**src/rtl/vend_pkg.sv**
```systemverilog
// Shared types and constants for the parametrised vending controller.
package vend_pkg;

    typedef enum logic [1:0] {
        V_IDLE   = 2'd0,
        V_VEND   = 2'd1,
        V_CHANGE = 2'd2
    } vend_state_t;

    localparam int unsigned PROD_NONE    = 0;
    localparam int unsigned PROD_PEPSI   = 1;
    localparam int unsigned PROD_COCA    = 2;
    localparam int unsigned PROD_REDBULL = 3;

    localparam logic [3:0] PRICE_PEPSI   = 4'd1;
    localparam logic [3:0] PRICE_COCA    = 4'd2;
    localparam logic [3:0] PRICE_REDBULL = 4'd3;

endpackage

```
**src/rtl/vend_price_lut.sv**
```systemverilog
// Combinational product-code to price lookup, sliced from the packed price table.
module vend_price_lut #(
    parameter int unsigned CREDIT_W = 4,
    parameter int unsigned N_PROD   = 3,
    parameter logic [N_PROD*CREDIT_W-1:0] PRICE = {4'd3, 4'd2, 4'd1},
    parameter int unsigned SEL_W    = $clog2(N_PROD + 1)
) (
    input  logic [SEL_W-1:0]    sel,
    output logic [CREDIT_W-1:0] price,
    output logic                sel_in_range
);

    always_comb begin
        price        = '0;
        sel_in_range = (sel != '0) && (sel <= SEL_W'(N_PROD));
        // Code 0 and out-of-range codes fall through with price 0.
        for (int k = 1; k <= int'(N_PROD); k++) begin
            if (sel == SEL_W'(k)) begin
                price = PRICE[k*CREDIT_W-1 -: CREDIT_W];
            end
        end
    end

endmodule

```
**src/rtl/vend_ctrl_param.sv**
```systemverilog
// Vending controller: credit accumulation, priced selection, handshaked dispense
// and one-unit-per-handshake change return.
module vend_ctrl_param
    import vend_pkg::*;
#(
    parameter int unsigned CREDIT_W   = 4,
    parameter int unsigned MAX_CREDIT = 9,
    parameter int unsigned N_PROD     = 3,
    parameter logic [N_PROD*CREDIT_W-1:0] PRICE = {PRICE_REDBULL, PRICE_COCA, PRICE_PEPSI},
    localparam int unsigned SEL_W     = $clog2(N_PROD + 1)
) (
    input  logic                clk,
    input  logic                reset,
    input  logic                coin_valid,
    input  logic [CREDIT_W-1:0] coin_val,
    input  logic                sel_valid,
    input  logic [SEL_W-1:0]    sel,
    input  logic                cancel,
    input  logic                disp_ready,
    input  logic                change_ready,
    output logic                disp_valid,
    output logic [SEL_W-1:0]    disp_prod,
    output logic                change_valid,
    output logic [CREDIT_W-1:0] credit,
    output logic                coin_reject,
    output logic                sel_err,
    output logic                busy
);

    vend_state_t         state_q, state_d;
    logic [CREDIT_W-1:0] credit_q, credit_d;
    logic [SEL_W-1:0]    disp_prod_q, disp_prod_d;
    logic                coin_reject_q, coin_reject_d;
    logic                sel_err_q, sel_err_d;

    logic [CREDIT_W-1:0] price;
    logic                sel_in_range;
    logic [CREDIT_W:0]   coin_sum;
    logic                coin_fits;

    vend_price_lut #(
        .CREDIT_W (CREDIT_W),
        .N_PROD   (N_PROD),
        .PRICE    (PRICE),
        .SEL_W    (SEL_W)
    ) u_price_lut (
        .sel          (sel),
        .price        (price),
        .sel_in_range (sel_in_range)
    );

    // One extra bit so an oversized coin cannot wrap into an apparently valid credit.
    assign coin_sum  = {1'b0, credit_q} + {1'b0, coin_val};
    assign coin_fits = coin_sum <= (CREDIT_W+1)'(MAX_CREDIT);

    assign disp_valid   = (state_q == V_VEND);
    assign disp_prod    = disp_prod_q;
    assign change_valid = (state_q == V_CHANGE) && (credit_q != '0);
    assign credit       = credit_q;
    assign coin_reject  = coin_reject_q;
    assign sel_err      = sel_err_q;
    assign busy         = (state_q != V_IDLE);

    always_comb begin
        state_d       = state_q;
        credit_d      = credit_q;
        disp_prod_d   = disp_prod_q;
        coin_reject_d = 1'b0;
        sel_err_d     = 1'b0;
        unique case (state_q)
            V_IDLE: begin
                if (cancel) begin
                    coin_reject_d = coin_valid;
                    if (credit_q != '0) begin
                        state_d = V_CHANGE;
                    end
                end else if (sel_valid && sel_in_range && (credit_q >= price)) begin
                    coin_reject_d = coin_valid;
                    disp_prod_d   = sel;
                    credit_d      = credit_q - price;
                    state_d       = V_VEND;
                end else begin
                    // A refused selection still lets a same-cycle coin through.
                    sel_err_d = sel_valid && (sel != '0);
                    if (coin_valid) begin
                        if (coin_fits) begin
                            credit_d = coin_sum[CREDIT_W-1:0];
                        end else begin
                            coin_reject_d = 1'b1;
                        end
                    end
                end
            end
            V_VEND: begin
                coin_reject_d = coin_valid;
                if (disp_ready) begin
                    disp_prod_d = '0;
                    state_d     = (credit_q != '0) ? V_CHANGE : V_IDLE;
                end
            end
            V_CHANGE: begin
                coin_reject_d = coin_valid;
                if (credit_q == '0) begin
                    state_d = V_IDLE;
                end else if (change_ready) begin
                    credit_d = credit_q - CREDIT_W'(1);
                    if (credit_q == CREDIT_W'(1)) begin
                        state_d = V_IDLE;
                    end
                end
            end
            default: begin
                state_d = V_IDLE;
            end
        endcase
    end

    always_ff @(posedge clk or posedge reset) begin
        if (reset) begin
            state_q       <= V_IDLE;
            credit_q      <= '0;
            disp_prod_q   <= '0;
            coin_reject_q <= 1'b0;
            sel_err_q     <= 1'b0;
        end else begin
            state_q       <= state_d;
            credit_q      <= credit_d;
            disp_prod_q   <= disp_prod_d;
            coin_reject_q <= coin_reject_d;
            sel_err_q     <= sel_err_d;
        end
    end

endmodule

```
**config.mk**
```make
export PLATFORM = sky130hd
export DESIGN_NAME = vend_ctrl_param
export DESIGN_NICKNAME = d
export VERILOG_FILES = /design/src/rtl/vend_pkg.sv /design/src/rtl/vend_price_lut.sv /design/src/rtl/vend_ctrl_param.sv
export SDC_FILE = /design/constraint.sdc
export NUM_CORES = 1
export LEC_CHECK = 0
export BUFFER_PORTS_ARGS = -buffer_cell sky130_fd_sc_hd__buf_2
export CORE_MARGIN = 4
export CORE_UTILIZATION = 51
export DETAILED_ROUTE_END_ITERATION = 16
export PLACE_DENSITY = 0.76
export REMOVE_ABC_BUFFERS = 1
export SLEW_MARGIN = 20
export SYNTH_ARGS = -nofsm -noshare
export SYNTH_HDL_FRONTEND = slang
export SYNTH_SLANG_ARGS = --single-unit
```
**constraint.sdc**
```tcl
create_clock -name clk -period 4.55 [get_ports clk]
set_input_delay 0.455 -clock clk [delete_from_list [all_inputs] [get_ports clk]]
set_output_delay 0.455 -clock clk [all_outputs]
set_load 0.02 [all_outputs]
```
Word-level counts from Yosys, hierarchy flattened --
Cells that the tools add are included.
Storage, ports and cells: register bits 10, output and inout bits 11, logic and storage cells 75
Cells by class: add/subtract/negate cells 3, order comparisons 3, equal/unequal tests 17, multiplexer cells 31, reductions and logical operators 16
Operator list (count):
- $mux 2 | 13
- $mux 4 | 6
- $ne 3x3->1 const B | 4
- $ne 2x2->1 const B | 5
- $mux 1 | 8
- $pmux 4 s2 | 1
- $reduce_bool 2->1 | 4
- $eq 2x2->1 const B | 3
- $pmux 2 s3 | 1
- $reduce_and 6->1 | 1
- $add 4x4->5 | 1
- $le 5x4->1 const B | 1
- $logic_and 1x1->1 | 5
- $reduce_and 5->1 | 1
- $eq 2x1->1 const B | 2
- $eq 4x1->1 const B | 1
- $ge 4x4->1 | 1
- $logic_not 4->1 | 1
- $pmux 2 s2 | 1
- $reduce_and 4->1 | 1
- $reduce_bool 4->1 | 1
- $sub 4x1->4 const B | 1
- $sub 4x4->4 | 1
- $ne 3x1->1 const B | 1
- other kinds (5) | 5

Logic depth before layout (Yosys ltp) --
depth in word-level cells 9, mapped depth 9

By module --
Synthesis repeated with hierarchy kept, for this count alone.
Unflattened totals: cells, all modules 128, area, all modules 1112.3 sq um
By module, submodules not included:
- vend_ctrl_param | instances 1, cells each 122, area each 1079.8 sq um, sequential area each 250.2 sq um
- vend_price_lut | instances 1, cells each 6, area each 32.5 sq um, sequential area each 0.0 sq um

Worst setup path before layout --
Ideal clock, no wire load.
kind register to register, start point register credit_q[0], in the netlist credit[0], end point register coin_reject_q, in the netlist coin_reject, arrival time 2.302 ns, slack 2.128 ns, cell stages (with the launch flop) 9, path buffers 0, period minus slack after synthesis 2.422 ns, path through dfrtp_1 > inv_1 > ha_1 > inv_1 > fa_1 > a2111oi_4 > nor2_2 > o41a_1 > o211a_1
On the way: word-level cells in the longest chain between the ends 7
RTL lines:
- from (decl) | line vend_ctrl_param.sv:31 | logic [CREDIT_W-1:0] credit_q, credit_d;
- from (signal assigned) | line vend_ctrl_param.sv:127 | credit_q <= credit_d;
- $add 4x4->5 | line vend_ctrl_param.sv:53 | assign coin_sum = {1'b0, credit_q} + {1'b0, coin_val};
- $le 5x4->1 | line vend_ctrl_param.sv:54 | assign coin_fits = coin_sum <= (CREDIT_W+1)'(MAX_CREDIT);
- $mux 1 | line vend_ctrl_param.sv:86 | if (coin_fits) begin
- $mux 1 | line vend_ctrl_param.sv:85 | if (coin_valid) begin
- $mux 1 * | line vend_ctrl_param.sv:77 | end else if (sel_valid && sel_in_range && (credit_q >= price)) begin
- $mux 1 * | line vend_ctrl_param.sv:72 | if (cancel) begin
- $pmux 1 s2 * | line vend_ctrl_param.sv:70 | unique case (state_q)
- net coin_reject_d | line vend_ctrl_param.sv:33 | logic coin_reject_q, coin_reject_d;
- to (signal assigned) | line vend_ctrl_param.sv:129 | coin_reject_q <= coin_reject_d;
- to (decl) | line vend_ctrl_param.sv:33
Mark *: on every way through the listed nets, which the timed path passes. The rest lies on a longest branch. A chain may end at the register's enable or synchronous reset.

Worst setup path in the final report --
Same ends and word-level chain as after synthesis.

==> summary.txt <==
Outcome
  • Status: completed

Die
  • Core region area: 1940 um^2
  • Chip height: 53.2 um
  • Die area: 2820 um^2
  • Placement row count: 16
  • Num ports: 24
  • Starting Density: 53.5%
  • Die width: 53.2 um

Pwr
  • Part of the power in the clock network: 9.6%
  • Sw Share: 51.7%
  • Register share of total power: 21.3%
  • Power per cell area: 734 nW/um^2
  • Internal power: 428 uW
  • Leak: 0.000573 uW
  • Worst vdd ir: 0.448 mV
  • Switch Pwr: 457 uW
  • Comb pwr share: 69.1%

Synthesis
  • Top cells by area, synth: dfrtp_1 24%, ha_1 16%, inv_1 5.4%
  • Yosys top cell by area: dfrtp_1
  • Number of synthesized flops with an enable pin: 0
  • Register area share after synthesis: 24.1%
  • Gate Count Post-Synth: 119
  • Mapped Avg Cell Area: 8.74 um^2
  • Top-count cell post-synth: inv_1
  • Synth top cells by count: 15 x inv_1, 13 x ha_1, 10 x dfrtp_1
  • FF+latch count, synth: 10
  • Cell Area, Synth: 1040 um^2
  • Post-synthesis cell type count: 44
  • Syn. warnings: 0
  • Async SR Flop Fraction: 100%
  • Main synth FF type: dfrtp_1
  • Yosys top cell area share: 24.1%

Drt
  • Via count: 979
  • Vias per cell: 5.76
  • WL/cell: 13.9 um
  • Initial DRC count: 24
  • Detailed Routing Iterations Pass 1: 4
  • Final antenna-violating net count: 0
  • Total Wirelength: 2370 um
  • DRC violations left: 0

STA
  • Slew margin rel.: 63.9%
  • Final TNS setup: 0 ns
  • Fin worst setup slack: 2.06 ns
  • Worst-Margin Slew: 0.541 ns
  • Final period util: 54.8%
  • Final Setup Violations: 0
  • RSZ-0062 raised after global routing: false
  • Peak Freq: 401 MHz
  • Fin Clk Skew: 0.00252 ns
  • Pins Over Slew Limit: 0
  • Final min period: 2.49 ns
  • Fin. Hold Viols: 0
  • Hold Slack: 0.152 ns

Setup path
  • Most used cell, CP: inv_1
  • Critical path class: register to register
  • Nature of the critical path endpoint: register
  • Max incr delay on CP: 0.44 ns
  • Critical Path RT: 4.72 ns
  • Crit-path cells: inv_1 > ha_1 > inv_1 > fa_1 > a2111oi_4 > nor2_2 > o41a_1 > o211a_1
  • Worst Path Max Fanout: 9
  • Worst EP arrival: 2.66 ns
  • Critical path launch point type: register
  • Slowest stage cell on the critical path: dfrtp_1

Clocking
  • CTS Root Cell: clkbuf_4
  • Htree depth: 1
  • Cts hold-fix bufs: 0
  • Clock tree buffer depth: 2
  • Clock Latency Late Sink: 0.27 ns
  • Post_cts resized: 0
  • CTS tree: built
  • CTS Sinks: 10
  • Clock slew at reported path FFs: 0.08 ns
  • Postcts setup bufs: 0
  • Total CTS buffers: 3

Final layout
  • Share of layout cells above drive strength 1: 21.7%
  • Fill cells: 174
  • Design Area, Final: 1210 um^2
  • ANT cells: 0
  • Area Growth Syn to Fin: 16.0%
  • Nets: 172

Place
  • DP Wirelength: 1900 um
  • Placer congestion estimate: 0.886
  • Placed inst area: 1170 um^2
  • Dpl ws: 2.06 ns
  • Port Buffers: 23

Global routing
  • Total gr overflow: 0
  • Largest net degree at the start of global routing: 13
  • Initial antenna violation count: 0
  • Vias in the first global route: 925
  • All-Layer GR Usage: 19.3%
  • Global-route wire length before repair: 3970 um

Job
  • Max-Cap Viols: 0

Hold path
  • Min-delay worst type: primary input to asynchronous set/reset pin
power groups by stage:
stage                     clock network (uW)  registers, uW  logic [uW]
after floorplan                            0            214         425
after global placement                     0            187         596
after detailed placement                   0            190         604
after CTS                               86.6            188         612
after global routing                    90.7            196         686
final                                   84.9            188         612
final timing paths:
path                       slack, ns  cells past startpoint                     start                  endpoint
setup / recovery                2.06                      8     credit[0]$_DFFE_PP0P_     coin_reject$_DFF_PP0_
hold / removal                  0.15                      2                     reset     credit[0]$_DFFE_PP0P_
setup reg to reg                2.06                      8     credit[0]$_DFFE_PP0P_     coin_reject$_DFF_PP0_
hold reg to reg                 0.53                      2  disp_prod[0]$_DFFE_PP0P_  disp_prod[0]$_DFFE_PP0P_
max in group asynchronous       4.11                      2                     reset    state_q[0]$_DFFE_PP0P_
min in group clk                0.42                      2                coin_valid     coin_reject$_DFF_PP0_
final cells by class:
class                   count  area (um^2)  area share [%]
multi-input cells          91          714            59.2
flip-flops and latches     10          250            20.7
repair buffers             23          115            9.54
inverters                  15         56.3            4.67
clock buffers               4         36.3            3.01
well taps                  27         33.8            2.80
state kept, by name, indices dropped and copies added (netlist names):
register	cells
coin_reject	1
credit	4
disp_prod	2
sel_err	1
state_q	2
stage by stage:
stage,utilization [%],cells,total power [uW]
after global routing,62.1,170,973
after CTS,62.1,170,886
final,62.1,170,885
after global placement,60.2,166,783
after floorplan,-,116,639
after detailed placement,60.2,166,794
cell usage in the layout, fill, tap and decap left out, types with 3 or more instances in the layout:
| master | synthesis | final |
|---|---|---|
| buf_2 | 0 | 23 |
| inv_1 | 15 | 15 |
| ha_1 | 13 | 13 |
| dfrtp_1 | 10 | 10 |
| nand2_1 | 9 | 9 |
| o21ai_0 | 8 | 8 |
| mux2i_1 | 5 | 5 |
| nor3_1 | 5 | 5 |
| nor2_1 | 4 | 4 |
| a21oi_1 | 4 | 4 |
| o21ai_1 | 3 | 3 |
| clkbuf_4 | 0 | 3 |
critical path: cells and delay by family, from the launching register on:
family	cells	cell delay (ns)
adder cells (fa/ha/maj)	2	0.61
buffers and inverters	2	0.22
flip-flops	1	0.44
AO/OA/AOI/OAI	3	0.93
AND/OR/NAND/NOR	1	0.17
cell families after synthesis:
| group | Yosys count | synth area share [%] |
|---|---|---|
| buffers and inverters | 18 | 7.22 |
| adders and majority gates | 15 | 19.5 |
| xor gates and xnor gates | 2 | 1.69 |
| and+or+nand+nor | 33 | 16.6 |
| muxes | 5 | 4.81 |
| AOI/OAI and AO/OA | 36 | 26.1 |
| DFF | 10 | 24.1 |
metal layers:
layer | share of wire [%] | wire (um) | global-route usage (%)
met5 | 0 | 0 | 0
met4 | 0.89 | 21 | 6.38
met3 | 5.7 | 136 | 4.23
met2 | 48 | 1150 | 31.4
met1 | 45 | 1060 | 25.0
(Power assumes the default switching activity.)
